**src/rtl/uart_latency_pkg.sv**
```systemverilog
// Shared types and constants for the button-press latency responder.
package uart_latency_pkg;

  typedef enum logic [1:0] {IDLE, DELAY, WAIT_RESULT} state_t;

  localparam logic [7:0] TRIG_BYTE = 8'h88;
  localparam logic [7:0] ACK_BYTE  = 8'h55;

  localparam int unsigned DEFAULT_TIMEOUT_CYC = 300000;

  // Width of the timeout down-counter; it only ever holds TIMEOUT_CYC-1 .. 0.
  function automatic int unsigned timeout_cnt_w(input int unsigned cyc);
    return (cyc > 1) ? $clog2(cyc) : 1;
  endfunction

  function automatic logic [7:0] sat_inc8(input logic [7:0] v);
    return (v == 8'hFF) ? v : v + 8'd1;
  endfunction

endpackage

```
**src/rtl/uart_latency_responder_if.sv**
```systemverilog
// Status/register-block side of the latency responder.
interface uart_latency_responder_if;

  logic        en;
  logic [15:0] resp_delay;
  logic        ack_sent;
  logic [7:0]  result;
  logic        result_valid;
  logic        result_timeout;
  logic        busy;
  logic [7:0]  trig_count;
  logic [7:0]  timeout_count;

  modport master (
    output en, resp_delay,
    input  ack_sent, result, result_valid, result_timeout, busy, trig_count, timeout_count
  );

  modport slave (
    input  en, resp_delay,
    output ack_sent, result, result_valid, result_timeout, busy, trig_count, timeout_count
  );

endinterface

```
**src/rtl/uart_rx.sv**
```systemverilog
// 8N1 UART receiver; data_valid pulses for one clock when a frame with a good stop bit lands.
module uart_rx #(
  parameter real SYSCLOCK = 100.0,
  parameter real BAUDRATE = 3.0
) (
  input  logic       clk_100mhz,
  input  logic       rst_n_sync,
  input  logic       rx,
  output logic [7:0] data_out,
  output logic       data_valid
);

  localparam int unsigned ClksPerBit = $rtoi(SYSCLOCK / BAUDRATE + 0.5);
  localparam int unsigned Half       = ClksPerBit / 2 - 1;
  localparam int unsigned CntW       = $clog2(ClksPerBit + 1);

  typedef enum logic [1:0] {RxIdle, RxStart, RxData, RxStop} rx_state_t;

  rx_state_t       st_q;
  logic [1:0]      sync_q;
  logic [CntW-1:0] cnt_q;
  logic [2:0]      bit_q;
  logic [7:0]      shift_q;

  always_ff @(posedge clk_100mhz or negedge rst_n_sync) begin
    if (!rst_n_sync) begin
      st_q       <= RxIdle;
      sync_q     <= 2'b11;
      cnt_q      <= '0;
      bit_q      <= '0;
      shift_q    <= '0;
      data_out   <= '0;
      data_valid <= 1'b0;
    end else begin
      sync_q     <= {sync_q[0], rx};
      data_valid <= 1'b0;
      unique case (st_q)
        RxIdle: begin
          if (!sync_q[1]) begin
            st_q  <= RxStart;
            cnt_q <= CntW'(Half);
          end
        end
        RxStart: begin
          if (cnt_q != '0) begin
            cnt_q <= cnt_q - CntW'(1);
          end else if (!sync_q[1]) begin
            st_q  <= RxData;
            cnt_q <= CntW'(ClksPerBit - 1);
            bit_q <= '0;
          end else begin
            st_q <= RxIdle;  // glitch, not a start bit
          end
        end
        RxData: begin
          if (cnt_q != '0) begin
            cnt_q <= cnt_q - CntW'(1);
          end else begin
            shift_q <= {sync_q[1], shift_q[7:1]};
            cnt_q   <= CntW'(ClksPerBit - 1);
            if (bit_q == 3'd7) st_q <= RxStop;
            else               bit_q <= bit_q + 3'd1;
          end
        end
        RxStop: begin
          if (cnt_q != '0) begin
            cnt_q <= cnt_q - CntW'(1);
          end else begin
            if (sync_q[1]) begin
              data_out   <= shift_q;
              data_valid <= 1'b1;
            end
            st_q <= RxIdle;
          end
        end
        default: st_q <= RxIdle;
      endcase
    end
  end

endmodule

```
**src/rtl/uart_tx.sv**
```systemverilog
// 8N1 UART transmitter; send_trig while idle starts a frame, otherwise it is ignored.
module uart_tx #(
  parameter real SYSCLOCK = 100.0,
  parameter real BAUDRATE = 3.0
) (
  input  logic       clk_100mhz,
  input  logic       rst_n_sync,
  input  logic       send_trig,
  input  logic [7:0] data_in,
  output logic       tx
);

  localparam int unsigned ClksPerBit = $rtoi(SYSCLOCK / BAUDRATE + 0.5);
  localparam int unsigned CntW       = $clog2(ClksPerBit + 1);

  logic [9:0]      frame_q;
  logic [3:0]      nbits_q;
  logic [CntW-1:0] cnt_q;

  always_ff @(posedge clk_100mhz or negedge rst_n_sync) begin
    if (!rst_n_sync) begin
      frame_q <= '1;
      nbits_q <= '0;
      cnt_q   <= '0;
      tx      <= 1'b1;
    end else if (nbits_q == '0) begin
      tx <= 1'b1;
      if (send_trig) begin
        frame_q <= {1'b1, data_in, 1'b0};
        nbits_q <= 4'd10;
        cnt_q   <= CntW'(ClksPerBit - 1);
        tx      <= 1'b0;
      end
    end else if (cnt_q != '0) begin
      cnt_q <= cnt_q - CntW'(1);
    end else begin
      frame_q <= {1'b1, frame_q[9:1]};
      nbits_q <= nbits_q - 4'd1;
      cnt_q   <= CntW'(ClksPerBit - 1);
      tx      <= (nbits_q == 4'd1) ? 1'b1 : frame_q[1];
    end
  end

endmodule

```
**src/rtl/uart_latency_responder.sv**
```systemverilog
// Far-end latency responder: acks a trigger byte after resp_delay clocks, then captures the
// latency byte the initiator returns (or flags a timeout).
module uart_latency_responder
  import uart_latency_pkg::*;
#(
  parameter real         SYSCLOCK    = 100.0,
  parameter real         BAUDRATE    = 3.0,
  parameter int unsigned TIMEOUT_CYC = DEFAULT_TIMEOUT_CYC
) (
  input  logic clk_100mhz,
  input  logic rst_n_sync,
  input  logic uart_rx,
  output logic uart_tx,
  uart_latency_responder_if.slave bus
);

  localparam int unsigned      TcntW    = timeout_cnt_w(TIMEOUT_CYC);
  localparam logic [TcntW-1:0] TcntLoad = TcntW'(TIMEOUT_CYC - 1);

  logic [7:0] rx_data;
  logic       rx_data_valid;
  logic       rx_trig;

  state_t           state_q;
  logic [15:0]      delay_cnt_q;
  logic [TcntW-1:0] tcnt_q;
  logic             ack_sent_q;
  logic             result_valid_q;
  logic             result_timeout_q;
  logic             busy_q;
  logic [7:0]       result_q;
  logic [7:0]       trig_count_q;
  logic [7:0]       timeout_count_q;

  uart_rx #(
    .SYSCLOCK(SYSCLOCK),
    .BAUDRATE(BAUDRATE)
  ) u_uart_rx (
    .clk_100mhz(clk_100mhz),
    .rst_n_sync(rst_n_sync),
    .rx        (uart_rx),
    .data_out  (rx_data),
    .data_valid(rx_data_valid)
  );

  uart_tx #(
    .SYSCLOCK(SYSCLOCK),
    .BAUDRATE(BAUDRATE)
  ) u_uart_tx (
    .clk_100mhz(clk_100mhz),
    .rst_n_sync(rst_n_sync),
    .send_trig (ack_sent_q),
    .data_in   (ACK_BYTE),
    .tx        (uart_tx)
  );

  assign rx_trig = rx_data_valid && (rx_data == TRIG_BYTE);

  always_ff @(posedge clk_100mhz or negedge rst_n_sync) begin
    if (!rst_n_sync) begin
      state_q          <= IDLE;
      delay_cnt_q      <= '0;
      tcnt_q           <= '0;
      ack_sent_q       <= 1'b0;
      result_valid_q   <= 1'b0;
      result_timeout_q <= 1'b0;
      busy_q           <= 1'b0;
      result_q         <= '0;
      trig_count_q     <= '0;
      timeout_count_q  <= '0;
    end else begin
      ack_sent_q       <= 1'b0;
      result_valid_q   <= 1'b0;
      result_timeout_q <= 1'b0;
      if (!bus.en) begin
        state_q <= IDLE;
        busy_q  <= 1'b0;
      end else begin
        unique case (state_q)
          IDLE: begin
            if (rx_trig) begin
              delay_cnt_q  <= bus.resp_delay;
              trig_count_q <= sat_inc8(trig_count_q);
              state_q      <= DELAY;
              busy_q       <= 1'b1;
            end
          end
          DELAY: begin
            // A repeated trigger restarts the delay, even on the clock the ack would go out.
            if (rx_trig) begin
              delay_cnt_q  <= bus.resp_delay;
              trig_count_q <= sat_inc8(trig_count_q);
            end else if (delay_cnt_q == '0) begin
              ack_sent_q <= 1'b1;
              tcnt_q     <= TcntLoad;
              state_q    <= WAIT_RESULT;
            end else begin
              delay_cnt_q <= delay_cnt_q - 16'd1;
            end
          end
          WAIT_RESULT: begin
            // Any byte is the result, and it beats a same-cycle timeout.
            if (rx_data_valid) begin
              result_q       <= rx_data;
              result_valid_q <= 1'b1;
              state_q        <= IDLE;
              busy_q         <= 1'b0;
            end else if (tcnt_q == '0) begin
              result_timeout_q <= 1'b1;
              timeout_count_q  <= sat_inc8(timeout_count_q);
              state_q          <= IDLE;
              busy_q           <= 1'b0;
            end else begin
              tcnt_q <= tcnt_q - TcntW'(1);
            end
          end
          default: begin
            state_q <= IDLE;
            busy_q  <= 1'b0;
          end
        endcase
      end
    end
  end

  assign bus.ack_sent       = ack_sent_q;
  assign bus.result         = result_q;
  assign bus.result_valid   = result_valid_q;
  assign bus.result_timeout = result_timeout_q;
  assign bus.busy           = busy_q;
  assign bus.trig_count     = trig_count_q;
  assign bus.timeout_count  = timeout_count_q;

endmodule
```
**src/flat_wrapper.sv**
```systemverilog
// flat-port wrapper written by rule: the top's interface ports become plain ports
module uart_latency_responder_flat import uart_latency_pkg::*;
#(
  parameter real         SYSCLOCK    = 100.0,
  parameter real         BAUDRATE    = 3.0,
  parameter int unsigned TIMEOUT_CYC = DEFAULT_TIMEOUT_CYC
)
  (clk_100mhz, rst_n_sync, uart_rx, uart_tx, bus_en, bus_resp_delay, bus_ack_sent, bus_result, bus_result_valid, bus_result_timeout, bus_busy, bus_trig_count, bus_timeout_count);
  uart_latency_responder_if bus_i ();
  input  logic clk_100mhz;
  input  logic rst_n_sync;
  input  logic uart_rx;
  output logic uart_tx;
  input wire logic [$bits(bus_i.en)-1:0] bus_en;
  input wire logic [$bits(bus_i.resp_delay)-1:0] bus_resp_delay;
  output wire logic [$bits(bus_i.ack_sent)-1:0] bus_ack_sent;
  output wire logic [$bits(bus_i.result)-1:0] bus_result;
  output wire logic [$bits(bus_i.result_valid)-1:0] bus_result_valid;
  output wire logic [$bits(bus_i.result_timeout)-1:0] bus_result_timeout;
  output wire logic [$bits(bus_i.busy)-1:0] bus_busy;
  output wire logic [$bits(bus_i.trig_count)-1:0] bus_trig_count;
  output wire logic [$bits(bus_i.timeout_count)-1:0] bus_timeout_count;
  assign bus_i.en = bus_en;
  assign bus_i.resp_delay = bus_resp_delay;
  assign bus_ack_sent = bus_i.ack_sent;
  assign bus_result = bus_i.result;
  assign bus_result_valid = bus_i.result_valid;
  assign bus_result_timeout = bus_i.result_timeout;
  assign bus_busy = bus_i.busy;
  assign bus_trig_count = bus_i.trig_count;
  assign bus_timeout_count = bus_i.timeout_count;
  uart_latency_responder #(.SYSCLOCK(SYSCLOCK), .BAUDRATE(BAUDRATE), .TIMEOUT_CYC(TIMEOUT_CYC)) u_core (.clk_100mhz(clk_100mhz), .rst_n_sync(rst_n_sync), .uart_rx(uart_rx), .uart_tx(uart_tx), .bus(bus_i));
endmodule
```
**config.mk**
```make
export PLATFORM = sky130hd
export DESIGN_NAME = uart_latency_responder_flat
export DESIGN_NICKNAME = d
export VERILOG_FILES = /design/src/rtl/uart_latency_pkg.sv /design/src/rtl/uart_latency_responder_if.sv /design/src/rtl/uart_rx.sv /design/src/rtl/uart_tx.sv /design/src/rtl/uart_latency_responder.sv /design/src/flat_wrapper.sv
export SDC_FILE = /design/constraint.sdc
export NUM_CORES = 1
export LEC_CHECK = 0
export CORE_ASPECT_RATIO = 0.6
export CORE_UTILIZATION = 45
export CTS_BUF_LIST = sky130_fd_sc_hd__clkbuf_8
export CTS_CLUSTER_SIZE = 20
export DETAILED_ROUTE_END_ITERATION = 12
export PLACE_DENSITY = 0.76
export SKIP_CTS_REPAIR_TIMING = 1
export SYNTH_ARGS = -nofsm -noshare
export SYNTH_HDL_FRONTEND = slang
export SYNTH_SLANG_ARGS = --single-unit
```
**constraint.sdc**
```tcl
create_clock -name clk_100mhz -period 4.65 [get_ports clk_100mhz]
set_input_delay 1.395 -clock clk_100mhz [delete_from_list [all_inputs] [get_ports clk_100mhz]]
set_output_delay 1.395 -clock clk_100mhz [all_outputs]
set_load 0.005 [all_outputs]
```
==> reports/results.ini <==
[run_status]
status=completed

[logic_synthesis]
yosysWarnings=0
synth_edf_count=0
yosysTopAreaCell=dfrtp_1
synth_top_area_frac=0.455
synth_ff_type=dfrtp_1
ys_seq_elements=114
synth_area_per_cell_sq_um=10.3
synth_area_leaders=dfrtp_1 46%, dfstp_2 5.1%, nand2_1 4.4%
async_flop_share=1.00
synth_cell_types=68
netlist_instances=551
yosysSeqAreaShare=0.506
syn-cell-area_sq_um=5660
synth_fp_nets=588

[critical_path]
crit_arrival_ns=3.70
r2r_end=u_core.tcnt_q[8]$_DFFE_PN0P_
startpoint=bus_en
crit_path_end_kind=register
cp_max_fo=15
path_cells=clkdlybuf4s50_1 > nor2b_1 > and4_1 > o21ba_2 > inv_2 > o21ai_0 > o2bb2ai_1
required_ns=4.96
cp_slowest_cell=clkdlybuf4s50_1
start_kind=input port
reg2regPathDepth=4
crit_end=u_core.delay_cnt_q[9]$_DFFE_PN0P_
cpPeakStageDelay_ns=0.59
critPathKind=in2reg
worstReg2RegStart=u_core.u_uart_rx.data_out[5]$_DFFE_PN0P_
r2r_slack_ns=1.73

[timing]
tightest_slew_ns=0.958
fin_ws_ns=1.27
finalMaxSlewViolations=0
tns_ns=0
max_clock_freq_ghz=0.296
hold_violations=0
rsz0062_at_grt=false
finalCritPeriodShare=0.727
fin_skew_ns=0.00909
relSlewSlack=0.352
min_period_ns=3.38
report.final.setup_viol=0

[layout]
num-fill-cells=1061
final_nets=645
stdcell_count=786
area_growth_pct=19.2
layout-drive-gt1-share=0.129
insertedDiodeCount=0

[drt]
via_count=4431
wirelength_mm=12.7
routed_via_density=5.64
antenna_left=0
wire_per_inst_um=16.1
drt_iter0_drc=317
drc_errors=0
dr.pass1.iters=5

[global_route]
grt_max_degree=71
track_usage=0.210
grt_pass1_wl_mm=21.3
overflow=0
antenna_found_initial=0
grt_pass1_vias=4437

[floorplanning]
core_region_area_sq_um=12200
ioPinCount=49
placementRows=31
die_y_um=88.9
die_width_um=147
start_util=0.465
die_area_sq_um=13100

[pwr]
peakVddDrop_mv=0.167
p_per_area_nw_per_um2=358
power.total_uw=2420
leakage_uw=0.00310

[job]
drv_cap=0

[clocking]
clkSinkCount=114
cts_buffer_depth=2
numCtsBuffers=17
path_clk_slew_ns=0.07
root_buffer=clkbuf_8
htree_levels=4
clkLatencyLatePin_ns=0.43
cts_tree=done

[place]
dp_hpwl_mm=8.90
dp.cells=754
place_ws_ns=0.861
port-buffer-count=48
place.gp.congestion=0.855

[worst_hold_path]
hp-class=reg2reg

-- power breakdown --
part | internal [uW] | switching [uW] | leakage [uW]
registers | 1040 | 34.5 | 0.00152
logic | 139 | 201 | 0.00138
clock network | 595 | 415 | 0.000210
-- cells in the mapped netlist, types with 3 or more instances --
library cell / number
dfrtp_1: 103
nand2_1: 67
nor2_1: 33
o21ai_0: 30
a21oi_1: 26
inv_1: 26
mux2_2: 21
nand4_1: 19
nor3_1: 19
ha_1: 17
nand3_1: 16
xor2_1: 16
a211oi_1: 12
dfstp_2: 11
or3_1: 10
and3_1: 9
xnor2_1: 9
clkbuf_1: 7
nor4_1: 7
o22a_1: 6
nand2b_1: 5
nor3b_1: 5
buf_2: 4
mux2i_1: 4
nor4b_1: 4
a22o_1: 3
a41oi_1: 3
and2_1: 3
and4_1: 3
nor2b_1: 3
o32a_1: 3
or4_1: 3
-- critical path, delay by kind of cell --
kind                   cells  cell delay, ns
buffers and inverters      2            0.85
AO/OA/AOI/OAI              3            0.56
AND/OR/NAND/NOR            2            0.87
-- registers in the layout, indices dropped and copies added, names as in the netlist, 8 cells and up, named ones only --
| signal | count |
|---|---|
| u_core.bus.timeout_count | 8 |
| u_core.bus.result | 8 |
| u_core.u_uart_rx.shift_q | 8 |
| u_core.delay_cnt_q | 16 |
| u_core.u_uart_tx.frame_q | 8 |
| u_core.bus.trig_count | 8 |
| u_core.tcnt_q | 19 |
| u_core.u_uart_rx.data_out | 8 |
-- layout make-up --
class | count | area (sq um) | share of cell area
Clock buffer | 18 | 248 | 0.0367
Tap cell | 165 | 206 | 0.0306
Timing Repair Buffer | 51 | 513 | 0.0760
Sequential cell | 114 | 2870 | 0.424
Clock inverter | 14 | 188 | 0.0278
Multi-Input combinational cell | 396 | 2630 | 0.389
Inverter | 28 | 105 | 0.0156
-- cells by family (layout without fill, tap and decap cells) --
family,after synthesis,after routing,synth area share
xor gates and xnor gates,25,25,0.0387
adders and majority gates,17,17,0.0376
DFF,114,114,0.506
AOI/OAI and AO/OA,110,110,0.132
buffers and inverters,41,111,0.0300
and+or+nand+nor,219,219,0.207
muxes,25,25,0.0488
-- per-stage QoR --
stage	hold slack [ns]	instance area (sq um)	util
2_1_floorplan	0.345	5660	-
3_3_place_gp	0.345	6320	0.519
3_5_place_dp	0.355	6320	0.519
4_1_cts	0.370	6750	0.555
5_1_grt	0.386	6750	0.555
6_report	0.371	6750	0.555
-- per-layer routing --
metal	routed length, um	GRT usage
met1	6240	0.289
met2	5580	0.327
met5	0	0
met4	160	0.0767
met3	684	0.0500
-- worst min-delay path by stage --
stage / start / endpoint / slack [ns] / cells past startpoint
finish: u_core.u_uart_rx.sync_q[0]$_DFF_PN1_ / u_core.u_uart_rx.sync_q[1]$_DFF_PN1_ / 0.37 / 0
global route: u_core.u_uart_rx.sync_q[0]$_DFF_PN1_ / u_core.u_uart_rx.sync_q[1]$_DFF_PN1_ / 0.39 / 0
CTS: u_core.u_uart_rx.sync_q[0]$_DFF_PN1_ / u_core.u_uart_rx.sync_q[1]$_DFF_PN1_ / 0.37 / 0
detailed placement: u_core.u_uart_rx.sync_q[0]$_DFF_PN1_ / u_core.u_uart_rx.sync_q[1]$_DFF_PN1_ / 0.35 / 0
global placement: u_core.u_uart_rx.sync_q[0]$_DFF_PN1_ / u_core.u_uart_rx.sync_q[1]$_DFF_PN1_ / 0.35 / 0
floorplan: u_core.u_uart_rx.sync_q[0]$_DFF_PN1_ / u_core.u_uart_rx.sync_q[1]$_DFF_PN1_ / 0.35 / 0
-- placed cells by master, fill, tap and decap left out, types with 16 or more instances in the layout --
cell | synthesis | routed
nand2_1 | 67 | 67
mux2_2 | 21 | 21
xor2_1 | 16 | 16
inv_1 | 26 | 26
ha_1 | 17 | 17
clkdlybuf4s50_1 | 0 | 47
dfrtp_1 | 103 | 103
a21oi_1 | 26 | 26
nand4_1 | 19 | 19
clkbuf_8 | 0 | 18
o21ai_0 | 30 | 30
nor2_1 | 33 | 33
nand3_1 | 16 | 16
nor3_1 | 19 | 19
No activity file was read; power rests on OpenSTA's default activity.
